$ cat src/rtl/mem_port_arbiter_if.sv
// Read/write/waitrequest bus used on both requester ports and the memory port
// of mem_port_arbiter. The master drives the request; the slave answers with
// read data and a stall.
interface mem_port_arbiter_if;
    logic [31:0] address;
    logic        read;
    logic        write;
    logic [31:0] writedata;
    logic [3:0]  byteenable;
    logic [31:0] readdata;
    logic        waitrequest;

    modport master (
        output address,
        output read,
        output write,
        output writedata,
        output byteenable,
        input  readdata,
        input  waitrequest
    );

    modport slave (
        input  address,
        input  read,
        input  write,
        input  writedata,
        input  byteenable,
        output readdata,
        output waitrequest
    );
endinterface

$ cat src/rtl/mem_port_arbiter.sv
// Two-requester arbiter for a single-ported 32-bit memory: data beats fetch,
// a starvation counter bounds fetch latency, and a watchdog frees a hung slave.
module mem_port_arbiter #(
    parameter int DATA_BURST_MAX = 4,
    parameter int TIMEOUT_CYCLES = 1024
) (
    input  logic                  clk,
    input  logic                  reset,
    mem_port_arbiter_if.slave     instr_bus,
    mem_port_arbiter_if.slave     data_bus,
    mem_port_arbiter_if.master    mem_bus,
    output logic                  timeout_err,
    output logic                  proto_err
);

    localparam int SC_W = $clog2(DATA_BURST_MAX + 1);
    localparam int TO_W = (TIMEOUT_CYCLES > 2) ? $clog2(TIMEOUT_CYCLES) : 1;
    localparam logic [SC_W-1:0] STARVE_MAX = SC_W'(DATA_BURST_MAX);
    localparam logic [TO_W-1:0] TO_LAST    = TO_W'((TIMEOUT_CYCLES > 0) ? (TIMEOUT_CYCLES - 1) : 0);
    localparam logic            WDOG_EN    = (TIMEOUT_CYCLES > 0) ? 1'b1 : 1'b0;

    typedef enum logic [1:0] {
        IDLE   = 2'd0,
        XFER_I = 2'd1,
        XFER_D = 2'd2
    } state_t;

    state_t            state_q, state_d;
    logic [31:0]       addr_q, addr_d;
    logic [31:0]       wdata_q, wdata_d;
    logic [3:0]        be_q, be_d;
    logic              rd_q, rd_d;
    logic              wr_q, wr_d;
    logic [SC_W-1:0]   starve_q, starve_d;
    logic [TO_W-1:0]   to_cnt_q, to_cnt_d;
    logic              terr_q, terr_d;
    logic              perr_q, perr_d;

    logic              data_req_s;
    logic              grant_i_s;
    logic              grant_d_s;
    logic              in_xfer_s;
    logic              done_s;
    logic              force_s;
    logic              end_s;
    logic [31:0]       resp_data_s;

    // Arbitration decision and completion detection for the current cycle.
    always_comb begin
        data_req_s = data_bus.read | data_bus.write;
        grant_i_s  = 1'b0;
        grant_d_s  = 1'b0;
        if (state_q == IDLE) begin
            // Fetch only wins a contested slot once data has used its full burst.
            grant_i_s = instr_bus.read & (~data_req_s | (starve_q == STARVE_MAX));
            grant_d_s = data_req_s & ~grant_i_s;
        end else begin
            grant_i_s = 1'b0;
            grant_d_s = 1'b0;
        end

        in_xfer_s = (state_q == XFER_I) || (state_q == XFER_D);
        done_s    = in_xfer_s & ~mem_bus.waitrequest;
        force_s   = in_xfer_s & WDOG_EN & mem_bus.waitrequest & (to_cnt_q == TO_LAST);
        end_s     = done_s | force_s;

        if (done_s) begin
            resp_data_s = rd_q ? mem_bus.readdata : 32'h0000_0000;
        end else begin
            resp_data_s = 32'hFFFF_FFFF;
        end
    end

    // Next-state and latched-request logic.
    always_comb begin
        state_d  = state_q;
        addr_d   = addr_q;
        wdata_d  = wdata_q;
        be_d     = be_q;
        rd_d     = rd_q;
        wr_d     = wr_q;
        starve_d = starve_q;
        to_cnt_d = to_cnt_q;
        terr_d   = terr_q;
        perr_d   = perr_q;

        case (state_q)
            IDLE: begin
                to_cnt_d = {TO_W{1'b0}};
                if (grant_i_s) begin
                    state_d  = XFER_I;
                    addr_d   = instr_bus.address;
                    wdata_d  = 32'h0000_0000;
                    be_d     = 4'hF;
                    rd_d     = 1'b1;
                    wr_d     = 1'b0;
                    starve_d = {SC_W{1'b0}};
                end else if (grant_d_s) begin
                    state_d = XFER_D;
                    addr_d  = data_bus.address;
                    wdata_d = data_bus.writedata;
                    be_d    = data_bus.byteenable;
                    // A simultaneous read+write is resolved as a write.
                    wr_d    = data_bus.write;
                    rd_d    = ~data_bus.write;
                    perr_d  = perr_q | (data_bus.read & data_bus.write);
                    if (instr_bus.read) begin
                        if (starve_q != STARVE_MAX) begin
                            starve_d = starve_q + SC_W'(1);
                        end else begin
                            starve_d = starve_q;
                        end
                    end else begin
                        starve_d = {SC_W{1'b0}};
                    end
                end else begin
                    starve_d = {SC_W{1'b0}};
                end
            end
            XFER_I, XFER_D: begin
                if (end_s) begin
                    state_d  = IDLE;
                    rd_d     = 1'b0;
                    wr_d     = 1'b0;
                    to_cnt_d = {TO_W{1'b0}};
                    terr_d   = terr_q | (force_s & ~done_s);
                end else if (mem_bus.waitrequest && WDOG_EN) begin
                    to_cnt_d = to_cnt_q + TO_W'(1);
                end else begin
                    to_cnt_d = to_cnt_q;
                end
            end
            default: begin
                state_d  = IDLE;
                rd_d     = 1'b0;
                wr_d     = 1'b0;
                to_cnt_d = {TO_W{1'b0}};
            end
        endcase
    end

    // State and latched-request registers.
    always_ff @(posedge clk or posedge reset) begin
        if (reset) begin
            state_q  <= IDLE;
            addr_q   <= 32'h0000_0000;
            wdata_q  <= 32'h0000_0000;
            be_q     <= 4'h0;
            rd_q     <= 1'b0;
            wr_q     <= 1'b0;
            starve_q <= {SC_W{1'b0}};
            to_cnt_q <= {TO_W{1'b0}};
            terr_q   <= 1'b0;
            perr_q   <= 1'b0;
        end else begin
            state_q  <= state_d;
            addr_q   <= addr_d;
            wdata_q  <= wdata_d;
            be_q     <= be_d;
            rd_q     <= rd_d;
            wr_q     <= wr_d;
            starve_q <= starve_d;
            to_cnt_q <= to_cnt_d;
            terr_q   <= terr_d;
            perr_q   <= perr_d;
        end
    end

    // Requester responses: only the owner of the finishing transfer is released.
    always_comb begin
        instr_bus.waitrequest = 1'b1;
        instr_bus.readdata    = 32'h0000_0000;
        data_bus.waitrequest  = 1'b1;
        data_bus.readdata     = 32'h0000_0000;
        case (state_q)
            XFER_I: begin
                if (end_s) begin
                    instr_bus.waitrequest = 1'b0;
                    instr_bus.readdata    = resp_data_s;
                end else begin
                    instr_bus.waitrequest = 1'b1;
                end
            end
            XFER_D: begin
                if (end_s) begin
                    data_bus.waitrequest = 1'b0;
                    data_bus.readdata    = resp_data_s;
                end else begin
                    data_bus.waitrequest = 1'b1;
                end
            end
            default: begin
                instr_bus.waitrequest = 1'b1;
                data_bus.waitrequest  = 1'b1;
            end
        endcase
    end

    // Memory side is driven purely from registers.
    always_comb begin
        mem_bus.address    = addr_q;
        mem_bus.writedata  = wdata_q;
        mem_bus.byteenable = be_q;
        mem_bus.read       = rd_q;
        mem_bus.write      = wr_q;
        timeout_err        = terr_q;
        proto_err          = perr_q;
    end

endmodule
$ cat src/flat_wrapper.sv
// flat-port wrapper written by rule: the top's interface ports become plain ports
module mem_port_arbiter_flat 
#(
    parameter int DATA_BURST_MAX = 4,
    parameter int TIMEOUT_CYCLES = 1024
)
  (clk, reset, timeout_err, proto_err, instr_bus_address, instr_bus_read, instr_bus_write, instr_bus_writedata, instr_bus_byteenable, instr_bus_readdata, instr_bus_waitrequest, data_bus_address, data_bus_read, data_bus_write, data_bus_writedata, data_bus_byteenable, data_bus_readdata, data_bus_waitrequest, mem_bus_address, mem_bus_read, mem_bus_write, mem_bus_writedata, mem_bus_byteenable, mem_bus_readdata, mem_bus_waitrequest);
  mem_port_arbiter_if instr_bus_i ();
  mem_port_arbiter_if data_bus_i ();
  mem_port_arbiter_if mem_bus_i ();
  input  logic clk;
  input  logic reset;
  output logic timeout_err;
  output logic proto_err;
  input wire logic [$bits(instr_bus_i.address)-1:0] instr_bus_address;
  input wire logic [$bits(instr_bus_i.read)-1:0] instr_bus_read;
  input wire logic [$bits(instr_bus_i.write)-1:0] instr_bus_write;
  input wire logic [$bits(instr_bus_i.writedata)-1:0] instr_bus_writedata;
  input wire logic [$bits(instr_bus_i.byteenable)-1:0] instr_bus_byteenable;
  output wire logic [$bits(instr_bus_i.readdata)-1:0] instr_bus_readdata;
  output wire logic [$bits(instr_bus_i.waitrequest)-1:0] instr_bus_waitrequest;
  input wire logic [$bits(data_bus_i.address)-1:0] data_bus_address;
  input wire logic [$bits(data_bus_i.read)-1:0] data_bus_read;
  input wire logic [$bits(data_bus_i.write)-1:0] data_bus_write;
  input wire logic [$bits(data_bus_i.writedata)-1:0] data_bus_writedata;
  input wire logic [$bits(data_bus_i.byteenable)-1:0] data_bus_byteenable;
  output wire logic [$bits(data_bus_i.readdata)-1:0] data_bus_readdata;
  output wire logic [$bits(data_bus_i.waitrequest)-1:0] data_bus_waitrequest;
  output wire logic [$bits(mem_bus_i.address)-1:0] mem_bus_address;
  output wire logic [$bits(mem_bus_i.read)-1:0] mem_bus_read;
  output wire logic [$bits(mem_bus_i.write)-1:0] mem_bus_write;
  output wire logic [$bits(mem_bus_i.writedata)-1:0] mem_bus_writedata;
  output wire logic [$bits(mem_bus_i.byteenable)-1:0] mem_bus_byteenable;
  input wire logic [$bits(mem_bus_i.readdata)-1:0] mem_bus_readdata;
  input wire logic [$bits(mem_bus_i.waitrequest)-1:0] mem_bus_waitrequest;
  assign instr_bus_i.address = instr_bus_address;
  assign instr_bus_i.read = instr_bus_read;
  assign instr_bus_i.write = instr_bus_write;
  assign instr_bus_i.writedata = instr_bus_writedata;
  assign instr_bus_i.byteenable = instr_bus_byteenable;
  assign instr_bus_readdata = instr_bus_i.readdata;
  assign instr_bus_waitrequest = instr_bus_i.waitrequest;
  assign data_bus_i.address = data_bus_address;
  assign data_bus_i.read = data_bus_read;
  assign data_bus_i.write = data_bus_write;
  assign data_bus_i.writedata = data_bus_writedata;
  assign data_bus_i.byteenable = data_bus_byteenable;
  assign data_bus_readdata = data_bus_i.readdata;
  assign data_bus_waitrequest = data_bus_i.waitrequest;
  assign mem_bus_address = mem_bus_i.address;
  assign mem_bus_read = mem_bus_i.read;
  assign mem_bus_write = mem_bus_i.write;
  assign mem_bus_writedata = mem_bus_i.writedata;
  assign mem_bus_byteenable = mem_bus_i.byteenable;
  assign mem_bus_i.readdata = mem_bus_readdata;
  assign mem_bus_i.waitrequest = mem_bus_waitrequest;
  mem_port_arbiter #(.DATA_BURST_MAX(DATA_BURST_MAX), .TIMEOUT_CYCLES(TIMEOUT_CYCLES)) u_core (.clk(clk), .reset(reset), .instr_bus(instr_bus_i), .data_bus(data_bus_i), .mem_bus(mem_bus_i), .timeout_err(timeout_err), .proto_err(proto_err));
endmodule
$ cat config.mk
export PLATFORM = sky130hd
export DESIGN_NAME = mem_port_arbiter_flat
export DESIGN_NICKNAME = d
export VERILOG_FILES = /design/src/rtl/mem_port_arbiter_if.sv /design/src/rtl/mem_port_arbiter.sv /design/src/flat_wrapper.sv
export SDC_FILE = /design/constraint.sdc
export NUM_CORES = 1
export LEC_CHECK = 0
export BUFFER_PORTS_ARGS = -buffer_cell sky130_fd_sc_hd__clkbuf_2
export CAP_MARGIN = 20
export CORE_AREA = 4 4 121 123
export DETAILED_ROUTE_END_ITERATION = 16
export DIE_AREA = 0 0 125 127
export PLACE_DENSITY = 0.72
export SYNTH_ARGS = -nofsm -noshare
export SYNTH_HDL_FRONTEND = slang
export SYNTH_SLANG_ARGS = --single-unit
$ cat constraint.sdc
create_clock -name clk -period 4.3 [get_ports clk]
set_input_delay 0.43 -clock clk [delete_from_list [all_inputs] [get_ports clk]]
set_output_delay 0.43 -clock clk [all_outputs]
set_load 0.05 [all_outputs]
### Word-level counts from Yosys, hierarchy flattened

Cells that the tools add are included.

* $add $sub $neg: 2
* equal/unequal tests: 9
* muxes and demuxes: 34
* bitwise gates (word level): 18
* reduce and logical (&&, ||, !) cells: 9

Operator list (count)
* 32-bit two-way mux: 9
* 10-bit two-way mux: 3
* 3-bit two-way mux: 4
* 10-bit by 1-bit adder with 10-bit output, second input constant: 1
* 10-bit == test, second input constant: 1
* 1-bit two-way mux: 10
* 4-bit two-way mux: 2
* 2-bit AND reduction: 4
* 1-bit AND: 7
* 2-bit two-way mux: 3
* 1-bit inverter: 6
* 1-bit OR: 5
* 4-bit by 3-bit inequality test with 1-bit output, second input constant: 1
* 1-bit one-hot mux with 2 select lines: 2
* 2-bit one-hot mux with 2 select lines: 1
* 3-bit by 1-bit adder with 3-bit output, second input constant: 1
* 3-bit == test, second input constant: 1
* 3-bit by 1-bit inequality test with 1-bit output, second input constant: 1
* 3-bit by 2-bit inequality test with 1-bit output, second input constant: 1
* 3-bit inequality test, second input constant: 1
* 3-bit AND reduction: 1
* 2-bit by 1-bit == test with 1-bit output, second input constant: 1
* 2-bit == test, second input constant: 1
* 2-bit zero test: 1
* other kinds (4): 4

* register bits: 87
* bits of input ports: 175
* output and inout bits: 138
* word-level logic and storage cells: 82

### Depth between registers and ports, before layout

Gate-level depths: netlist (run 1).

* word-level depth: 10
* gate-level depth with buffers: 8
* gate-level depth less buffers: 6

### Least setup slack after synthesis (run 1)

No wires, ideal clock.

* path type: register -> output
* from: register u_core.state_q[0]
* to: output port data_bus_readdata[10]
* arrival: 2634 ps
* required time: 3870 ps
* setup slack: 1236 ps
* stages on the path, launching flop included: 9
* cells stage by stage: dfrtp_1 > inv_1 > ha_1 > nor2b_1 > and2_1 > clkbuf_1 > buf_2 > nand2_1 > a21boi_0

* longest elaborated chain between the ends: 7

RTL lines
* from (decl): RTL line mem_port_arbiter.sv:28 `state_t state_q, state_d;`
* from (signal assigned): RTL line mem_port_arbiter.sv:156 `state_q <= state_d;`
* 2-bit by 1-bit == test with 1-bit output / 2-bit == test (equally long branches): RTL line mem_port_arbiter.sv:62, mem_port_arbiter.sv:175
* 1-bit logical OR: RTL line mem_port_arbiter.sv:62 `in_xfer_s = (state_q == XFER_I) || (state_q == XFER_D);`
* 1-bit AND (2 in a row): RTL line mem_port_arbiter.sv:64 `force_s = in_xfer_s & WDOG_EN & mem_bus.waitrequest & (to_cnt_q == TO_LAST);`
* 1-bit OR: RTL line mem_port_arbiter.sv:65 `end_s = done_s | force_s;`
* 32-bit two-way mux: RTL line mem_port_arbiter.sv:185 `if (end_s) begin`
* 32-bit two-way mux *: RTL line mem_port_arbiter.sv:175 `case (state_q)`
* to (decl): RTL line flat_wrapper.sv:27 `output wire logic [$bits(data_bus_i.readdata)-1:0] data_bus_readdata;`

Every way passes the cells marked *; elsewhere a longest branch is shown, timed or not.

### Worst setup path in the final report (run 1)

* from: register u_core.state_q[1]
* to: output port data_bus_readdata[17]

The elaborated chain is that of the path after synthesis.

==> summary.txt, run 1 <==
Most common cell after layout, fill and taps aside = sky130_fd_sc_hd__clkbuf_2
Core area = 0.0137 mm²
CTS Sinks = 87
Placed wire-length estimate = 9790 µm
Routed len/inst = 14.4 µm
Register area share after synthesis = 0.488
Cts-stage hold buffer count = 0
Syn. warnings = 0
Cell type with the largest total area after synthesis = sky130_fd_sc_hd__dfrtp_1
Area delta synth->final = 40.2%
Cell area after synthesis = 0.00446 mm²
Resized Gates After CTS = 0
Final-report max-slew violation count = 0
Final wirelength = 13100 µm
Vias in the first global route = 4199
Antenna fix cells = 0
I/O pin total = 313
Die Y = 127 µm
Primary FF master, synth = sky130_fd_sc_hd__dfrtp_1
Number of buffers on the longest clock path = 2
Fin crit share = 0.782
Top cells by area in the synthesized netlist = sky130_fd_sc_hd__dfrtp_1 49%, sky130_fd_sc_hd__nand2_1 8.9%, sky130_fd_sc_hd__a22o_1 6.5%, sky130_fd_sc_hd__a21boi_1 6.4%, sky130_fd_sc_hd__a31oi_1 4.5%
CTS root buf = sky130_fd_sc_hd__clkbuf_16
Summed negative setup slack over all endpoints = 0 ns
Slew Limit Headroom = 0.415
Finish-stage setup viols = 0
Insertion delay to the later sink of the worst-skew pair = 0.33 ns
Number of setup buffers added after CTS = 0
Highest fanout seen on the critical path = 36
Synthesis-stage register bit count = 87
Initial drt markers = 156
Total via count in the routed design = 4327
Number of antenna violations at the first check in global routing = 0
Crit path capture type = output pin
Achievable frequency = 0.297 GHz
Setup repair after global routing missed its margin = no
Routability congestion estimate = 0.780
Commonest cells after routing, fill and taps aside = 275 x sky130_fd_sc_hd__clkbuf_2, 106 x sky130_fd_sc_hd__nand2_1, 87 x sky130_fd_sc_hd__dfrtp_1
Placed instance count = 893
H-tree depth = 3
Final #Nets = 907
Max-cap viol count = 0
Synth Area per Inst = 9.49 µm²
Proportion of register bits with asynchronous set or reset after synthesis = 1.00
Total Die Area = 0.0159 mm²
Sort of element at the start of the critical path = register
Required time reported for the critical path endpoint = 3.87 ns
First-pass GRT wire length = 21300 µm
Endpoint arrival time on the critical path = 2.93 ns
Number of flops mapped to enable cells by yosys = 0
Final ANT Viol Nets = 0
Largest net degree at the start of global routing = 66
TritonCTS Buffers = 9
Worst-case clock skew = 0.00866 ns
Overflow left after global routing = 0
Global-route total usage across every layer = 0.161
Class of the most critical setup path = reg -> out
Starting density of the core = 0.326
Final cell utilization of the core = 0.458
Instance count of the mapped netlist = 470
Synth unique cells = 42
Class of the tightest hold or removal check = in -> async
Buffers added on ports = 275
Number of standard cells in the final layout excluding fillers = 911
VDD IR-drop max = 0.538 mV
Detailed-router iteration count before antenna repair = 5
Cell Rows = 43
Worst Max-Slew Pin Slew = 0.877 ns
Total power density per cell area = 747 mW/mm²
CTS tree = built
Result of the run = finished, final reports clean
Final Hold Vio Count = 0
Minimum period implied by the final worst setup slack = 3.36 ns
Syn Nets = 651
Number of vias per cell = 4.75
Residual DRC = 0
Clock slew seen by the registers of the worst setup and hold paths = 0.07 ns
DIE WIDTH = 125 µm
Synth top area share = 0.488
P_leak = 0.00313 µW
Share of layout cells above drive strength 1 = 0.442
-- routing by layer --
| layer | up-vias | wire length, µm | global-route usage |
|---|---|---|---|
| li1 | 2150 | - | - |
| met1 | 1955 | 5480 | 0.209 |
| met2 | 204 | 6120 | 0.259 |
| met3 | 18 | 1230 | 0.0485 |
| met4 | 0 | 238 | 0.0523 |
| met5 | - | 0 | 0 |
-- per-stage QoR --
stage / area [µm²] / setup WS (ns) / hold slack, ns / power, µW
6_report: 6250 / 0.937 / 0.0820 / 4670
5_1_grt: 6250 / 0.747 / 0.115 / 4950
4_1_cts: 6210 / 0.805 / 0.290 / 4730
3_5_place_dp: 5920 / 1.17 / 0.459 / 3970
3_3_place_gp: 5920 / 1.23 / 0.452 / 3950
2_1_floorplan: 4460 / 1.24 / 0.465 / 3330
-- layout make-up --
| cell class | instances | area, µm² |
|---|---|---|
| inverters | 9 | 35.0 |
| well taps | 180 | 225 |
| repair buffers | 284 | 1480 |
| clock buffers | 11 | 243 |
| flip-flops and latches | 87 | 2180 |
| fillers | 1359 | 7410 |
| clock inverters | 5 | 41.3 |
| multi-input cells | 335 | 2060 |
-- final timing paths --
path	start	endpoint	slack, ns	depth (start not counted)
setup / recovery	u_core.state_q[1]	data_bus_readdata[17]	0.94	7
hold / removal	reset	u_core.mem_bus.address[25]	0.08	2
setup reg to reg	u_core.state_q[0]	u_core.mem_bus.address[15]	1.87	7
hold reg to reg	u_core.proto_err	u_core.proto_err	0.46	1
max in group asynchronous	reset	u_core.mem_bus.address[5]	3.43	3
min in group clk	data_bus_byteenable[3]	u_core.mem_bus.byteenable[3]	0.30	2
-- state kept, by name (all words and copies together), names as in the netlist --
name,count
u_core.mem_bus.read,1
u_core.proto_err,1
u_core.mem_bus.byteenable,4
u_core.starve_q,3
u_core.mem_bus.writedata,32
u_core.mem_bus.address,32
u_core.state_q,2
u_core.to_cnt_q,10
u_core.mem_bus.write,1
u_core.timeout_err,1
-- power breakdown --
group,switching [µW],total (µW),leakage [µW],internal [µW]
logic,1910,2570,0.00195,660
clock network,326,738,0.000132,412
registers,198,1360,0.00105,1160
-- cells by family after synthesis --
logic type                 after synthesis  synth area share
AOI/OAI and AO/OA                      151             0.268
xor gates and xnor gates                 6            0.0118
adders and majority gates                6            0.0168
buffers and inverters                   48            0.0536
DFF                                     87             0.488
muxes                                    1           0.00224
and+or+nand+nor                        171             0.159
-- Yosys cell counts, drive strengths merged, types with 3 or more instances --
| library cell | n |
|---|---|
| nand2 | 106 |
| a22o | 33 |
| dfrtp | 87 |
| buf | 17 |
| o21ai | 5 |
| o22a | 4 |
| nand3 | 5 |
| a31oi | 32 |
| clkbuf | 22 |
| nor2 | 44 |
| inv | 9 |
| a21oi | 3 |
| a21boi | 64 |
| ha | 6 |
| xor2 | 4 |
-- worst max-delay path, stage by stage (launching register included) --
cell and delay, ns:
sky130_fd_sc_hd__dfrtp_1 0.39, sky130_fd_sc_hd__inv_1 0.08, sky130_fd_sc_hd__ha_1 0.36, sky130_fd_sc_hd__nand2_1 0.19, sky130_fd_sc_hd__or3_2 0.83, sky130_fd_sc_hd__buf_16 0.29
sky130_fd_sc_hd__a21boi_1 0.16, sky130_fd_sc_hd__clkbuf_2 0.30
(Power assumes the default switching activity.)
==> inputs of run 2 (changes only) <==
CORE_AREA = 4 4 118 120   (was 4 4 121 123)
DIE_AREA = 0 0 122 124   (was 0 0 125 127)
PLACE_DENSITY = 0.75   (was 0.72)
clock period = 3.1 ns   (was 4.3 ns; I/O delays follow)
==> summary.txt, run 2 (same netlist as run 1, synthesis figures left out) <==
Buffers added on ports = 275 (unchanged)
Final cell utilization of the core = 0.489 (was 0.458)
VDD IR-drop max = 0.787 mV (was 0.538 mV)
Number of setup buffers added after CTS = 0 (unchanged)
Final-report max-slew violation count = 0 (unchanged)
Starting density of the core = 0.344 (was 0.326)
Largest delay contributor family on the critical path = buffers and inverters (was simple AND/OR/NAND/NOR gates)
Number of vias per cell = 4.76 (was 4.75)
Clock slew seen by the registers of the worst setup and hold paths = 0.06 ns (was 0.07 ns)
Overflow left after global routing = 0 (unchanged)
I/O pin total = 313 (unchanged)
Placed wire-length estimate = 9870 µm (was 9790 µm)
DIE WIDTH = 122 µm (was 125 µm)
CTS root buf = sky130_fd_sc_hd__clkbuf_16 (unchanged)
Final Hold Vio Count = 0 (unchanged)
CTS Sinks = 87 (unchanged)
Insertion delay to the later sink of the worst-skew pair = 0.34 ns (was 0.33 ns)
Required time reported for the critical path endpoint = 2.79 ns (was 3.87 ns)
Number of fill cells = 1274 (was 1359)
Core area = 0.0130 mm² (was 0.0137 mm²)
Commonest cells after routing, fill and taps aside = 248 x sky130_fd_sc_hd__clkbuf_2, 105 x sky130_fd_sc_hd__nand2_1, 87 x sky130_fd_sc_hd__dfrtp_1 (was 275 x sky130_fd_sc_hd__clkbuf_2, 106 x sky130_fd_sc_hd__nand2_1, 87 x sky130_fd_sc_hd__dfrtp_1)
Total via count in the routed design = 4339 (was 4327)
Residual DRC = 0 (unchanged)
Die Y = 124 µm (was 127 µm)
H-tree depth = 3 (unchanged)
Detailed-router iteration count before antenna repair = 5 (unchanged)
First-pass GRT wire length = 19400 µm (was 21300 µm)
Antenna fix cells = 0 (unchanged)
Total Die Area = 0.0151 mm² (was 0.0159 mm²)
Routed len/inst = 14.2 µm (was 14.4 µm)
Endpoint arrival time on the critical path = 2.60 ns (was 2.93 ns)
Most common cell after layout, fill and taps aside = sky130_fd_sc_hd__clkbuf_2 (unchanged)
Worst Max-Slew Pin Slew = 0.803 ns (was 0.877 ns)
Fin crit share = 0.939
Final #Nets = 912 (was 907)
Initial drt markers = 157 (was 156)
Cell Rows = 42 (was 43)
Total power after layout = 6680 µW (was 4670 µW)
Share of layout cells above drive strength 1 = 0.448 (was 0.442)
Largest net degree at the start of global routing = 54 (was 66)
Global-route total usage across every layer = 0.158 (was 0.161)
Finish-stage setup viols = 0 (unchanged)
Cell breakdown of the critical path = inv_1 > ha_1 > nand2_2 > or3_2 > buf_4 > a21boi_1 > clkbuf_2 (was inv_1 > ha_1 > nand2_1 > or3_2 > buf_16 > a21boi_1 > clkbuf_2)
Routability congestion estimate = 0.769 (was 0.780)
Worst-path cell with the longest stage delay = sky130_fd_sc_hd__or3_2 (unchanged)
Final wirelength = 13000 µm (was 13100 µm)
CTS tree = built (unchanged)
TritonCTS Buffers = 9 (unchanged)
Result of the run = finished, final reports clean (unchanged)
Worst-case clock skew = 0.0113 ns (was 0.00866 ns)
Slew Limit Headroom = 0.463 (was 0.415)
Class of the tightest hold or removal check = in -> async (unchanged)
Crit path capture type = output pin (unchanged)
Total power density per cell area = 1050 mW/mm² (was 747 mW/mm²)
Achievable frequency = 0.343 GHz
Area delta synth->final = 42.3% (was 40.2%)
FF+latch area = 0.00218 mm² (unchanged)
Class of the most critical setup path = reg -> out (unchanged)
P_leak = 0.00319 µW (was 0.00313 µW)
Minimum period implied by the final worst setup slack = 2.91 ns
Max-cap viol count = 0 (unchanged)
Vias in the first global route = 4005 (was 4199)
Sort of element at the start of the critical path = register (unchanged)
Highest fanout seen on the critical path = 46 (was 36)
Number of buffers on the longest clock path = 2 (unchanged)
CP peak stage delay = 0.51 ns (was 0.83 ns)
Worst path buffer plus inverter count = 3 (unchanged)
Area of the multi-input gates = 0.00206 mm² (about the same)
Number of antenna violations at the first check in global routing = 0 (unchanged)
Final ANT Viol Nets = 0 (unchanged)
run 2: changes by cell type in the layout (fill, tap and decap cells not counted), moves of 2 or more:
| cell | before | now |
|---|---|---|
| sky130_fd_sc_hd__clkbuf_2 | 275 | 248 |
| sky130_fd_sc_hd__buf_4 | 7 | 13 |
| sky130_fd_sc_hd__clkbuf_4 | 0 | 12 |
| sky130_fd_sc_hd__bufinv_16 | 0 | 2 |
| sky130_fd_sc_hd__buf_2 | 0 | 15 |
run 2: path summary, 6_finish.rpt:
path	endpoint	slack, ns	startpoint	cells after the start
setup / recovery	instr_bus_readdata[29]	0.19	u_core.state_q[0]	7
hold / removal	u_core.mem_bus.writedata[0]	0.01	reset	2
setup reg to reg	u_core.mem_bus.address[7]	0.99	u_core.state_q[0]	7
hold reg to reg	u_core.timeout_err	0.48	u_core.timeout_err	1
max in group asynchronous	u_core.mem_bus.address[7]	2.39	reset	3
min in group clk	u_core.mem_bus.writedata[3]	0.19	data_bus_writedata[3]	2
run 2: metal layers:
layer	wire [µm]	vias up	global-route usage
li1	-	2152	-
met1	5290	1987	0.198
met2	6260	187	0.267
met3	1230	13	0.0381
met4	183	0	0.0560
met5	0	-	0
run 2: power by group:
part | total [µW] | internal (µW) | switching, µW
combinational | 3590 | 936 | 2660
clock | 1190 | 732 | 454
sequential | 1890 | 1620 | 279
run 2: worst reg2reg max path, stage by stage, from the launching register on:
cell	delay, ns
sky130_fd_sc_hd__dfrtp_1	0.39
sky130_fd_sc_hd__inv_1	0.10
sky130_fd_sc_hd__ha_1	0.36
sky130_fd_sc_hd__inv_1	0.15
sky130_fd_sc_hd__nor2_4	0.45
sky130_fd_sc_hd__buf_4	0.34
sky130_fd_sc_hd__nor2_1	0.06
sky130_fd_sc_hd__a31oi_1	0.17
run 2: timing repair:
action / in CTS / in global routing
gates resized for setup: 0 / 40
hold buffers: 0 / 0
endpoints found under the setup margin: 0 / 27
run 2: layout make-up:
cell class	instances	area share
clock inverters	6	0.0146
repair buffers	289	0.240
flip-flops and latches	87	0.343
multi-input cells	335	0.324
clock buffers	10	0.0377
well taps	176	0.0347
inverters	9	0.00552
run 2: per-stage QoR:
step / area (µm²) / hold WS [ns] / cells / setup TNS [ns] / worst slack, ns
floorplan: 4460 / 0.436 / 470 / 0 / 0.156
global placement: 5980 / 0.398 / 896 / 0 / 0.471
global route: 6350 / 0.0730 / 912 / -0.00190 / -0.00190
CTS: 6310 / 0.0341 / 912 / 0 / 0.0861
detailed placement: 5980 / 0.395 / 896 / 0 / 0.457
finish: 6350 / 0.0136 / 912 / 0 / 0.189
==> inputs of run 3 (changes only) <==
HOLD_SLACK_MARGIN = 0.12   (was default)
==> summary.txt, run 3 (same netlist as run 1, synthesis figures left out) <==
Result of the run = finished, final reports clean (unchanged)
Proportion of power drawn by combinational gates = 0.538 (about the same)
Final Hold Vio Count = 0 (unchanged)
Detailed-router iteration count before antenna repair = 4 (was 5)
Achievable frequency = 0.343 GHz (about the same)
Total power density per cell area = 1050 mW/mm² (about the same)
Highest fanout seen on the critical path = 46 (unchanged)
Cell Rows = 42 (unchanged)
Area post-placement = 0.00598 mm² (unchanged)
Placement-stage worst setup slack = 0.457 ns (unchanged)
Class of the tightest hold or removal check = in -> reg (was in -> async)
Most common cell after layout, fill and taps aside = sky130_fd_sc_hd__clkbuf_2 (unchanged)
DIE WIDTH = 122 µm (unchanged)
CP peak stage delay = 0.51 ns (about the same)
CTS root buf = sky130_fd_sc_hd__clkbuf_16 (unchanged)
Cell breakdown of the critical path = inv_1 > ha_1 > nand2_2 > or3_2 > buf_4 > a21boi_1 > clkbuf_2 (unchanged)
FF+latch area = 0.00218 mm² (unchanged)
Die Y = 124 µm (unchanged)
Sw Ratio = 0.508 (about the same)
Core area = 0.0130 mm² (unchanged)
Critical path startpoint = u_core.state_q[0] (unchanged)
Min setup slack post-route = 0.187 ns (was 0.189 ns)
Area delta synth->final = 42.5% (was 42.3%)
Clock slew seen by the registers of the worst setup and hold paths = 0.06 ns (about the same)
Routed len/inst = 14.2 µm (about the same)
Placed wire-length estimate = 9870 µm (unchanged)
Initial drt markers = 150 (was 157)
Finish-stage setup viols = 0 (unchanged)
Largest net degree at the start of global routing = 54 (unchanged)
Final #Nets = 913 (was 912)
Total Die Area = 0.0151 mm² (unchanged)
Minimum period implied by the final worst setup slack = 2.91 ns (about the same)
Antenna fix cells = 0 (unchanged)
P_sw = 3390 µW (about the same)
Class of the most critical setup path = reg -> out (unchanged)
P_leak = 0.00319 µW (about the same)
Worst-path cell with the longest stage delay = sky130_fd_sc_hd__or3_2 (unchanged)
Number of antenna violations at the first check in global routing = 0 (unchanged)
Int Power = 3290 µW (was 3280 µW)
Worst Max-Slew Pin Slew = 0.806 ns (was 0.803 ns)
Total via count in the routed design = 4342 (was 4339)
Part of the total power dissipated in sequential elements = 0.284 (about the same)
Share of layout cells above drive strength 1 = 0.448 (about the same)
Area of the multi-input gates = 0.00206 mm² (unchanged)
Commonest cells after routing, fill and taps aside = 248 x sky130_fd_sc_hd__clkbuf_2, 105 x sky130_fd_sc_hd__nand2_1, 87 x sky130_fd_sc_hd__dfrtp_1 (unchanged)
Total power after layout = 6680 µW (about the same)
Overflow left after global routing = 0 (unchanged)
CTS tree = built (unchanged)
Routability congestion estimate = 0.769 (unchanged)
TritonCTS Buffers = 9 (unchanged)
CTS Sinks = 87 (unchanged)
Final-report max-slew violation count = 0 (unchanged)
VDD IR-drop max = 0.829 mV (was 0.787 mV)
Final wirelength = 13000 µm (about the same)
Required time reported for the critical path endpoint = 2.79 ns (about the same)
Start point of the worst min-delay path = data_bus_writedata[1]
Crit path capture type = output pin (unchanged)
Global-route total usage across every layer = 0.159 (was 0.158)
Endpoint arrival time on the critical path = 2.60 ns (about the same)
Max-cap viol count = 0 (unchanged)
Number of vias per cell = 4.76 (about the same)
Buffers added on ports = 275 (unchanged)
H-tree depth = 3 (unchanged)
Sort of element at the start of the critical path = register (unchanged)
Fin crit share = 0.940 (was 0.939)
Final ANT Viol Nets = 0 (unchanged)
I/O pin total = 313 (unchanged)
Cell area after layout = 0.00636 mm² (was 0.00635 mm²)
Launching point of the worst reg2reg path = u_core.state_q[0] (unchanged)
Vias in the first global route = 4010 (was 4005)
Number of cells traversed by the worst hold path = 2
Slew Limit Headroom = 0.461 (was 0.463)
Clock group share of total power = 0.178 (about the same)
Number of fill cells = 1272 (was 1274)
Number of buffers on the longest clock path = 2 (unchanged)
Starting density of the core = 0.344 (unchanged)
Residual DRC = 0 (unchanged)
First-pass GRT wire length = 19500 µm (was 19400 µm)
Worst-case clock skew = 0.0108 ns (was 0.0113 ns)
Insertion delay to the later sink of the worst-skew pair = 0.34 ns (about the same)
Worst Reg-to-Reg Cells = 7 (unchanged)
## run 3: metal layers
metal | share of wire | GRT usage | up-vias
li1 | - | - | 2154
met5 | 0 | 0 | -
met1 | 0.41 | 0.198 | 1989
met3 | 0.094 | 0.0381 | 13
met2 | 0.48 | 0.269 | 186
met4 | 0.014 | 0.0560 | 0
## run 3: worst paths after layout
kind                                               end  slack (ns)
min                        u_core.mem_bus.writedata[1]        0.19
min reg2reg                         u_core.timeout_err        0.48
max reg2reg                  u_core.mem_bus.address[7]        0.98
max in group asynchronous    u_core.mem_bus.address[7]        1.80
min in group asynchronous  u_core.mem_bus.writedata[0]        0.60
max                             instr_bus_readdata[29]        0.19
## run 3: critical path: cells and delay by family (launching register included)
kind / cells / cell delay (ns)
flops: 1 / 0.37
simple gates: 2 / 0.65
fa+ha+maj: 1 / 0.37
compound gates: 1 / 0.20
buf+inv: 3 / 0.67
## run 3: what timing repair did
action | in CTS | in global routing
buffers inserted | 0 | 0
gates resized for setup | 0 | 40
setup endpoints to repair | 0 | 27
hold endpoints to repair | 34 | 0
hold buffers | 1 | 0
## run 3: layout make-up
class / instances / area share
multi-input cells: 335 / 0.324
clock buffers: 10 / 0.0376
inverters: 9 / 0.00551
clock inverters: 6 / 0.0146
repair buffers: 290 / 0.241
flip-flops and latches: 87 / 0.342
well taps: 176 / 0.0346
## run 3: stage by stage
stage               setup TNS (ns)   util  hold slack (ns)  instances
floorplan                        0      -            0.436        470
finish                           0  0.490            0.191        913
global placement                 0  0.461            0.398        896
global route              -0.00190  0.490            0.180        913
CTS                              0  0.487            0.177        913
detailed placement               0  0.461            0.395        896
## run 3: power groups by stage
stage | registers (µW) | clock network (µW) | logic, µW
2_1_floorplan | 3440 | 0 | 1180
3_3_place_gp | 1900 | 0 | 3600
3_5_place_dp | 1890 | 0 | 3640
4_1_cts | 1900 | 1210 | 3630
5_1_grt | 1950 | 1260 | 3820
6_report | 1890 | 1190 | 3600
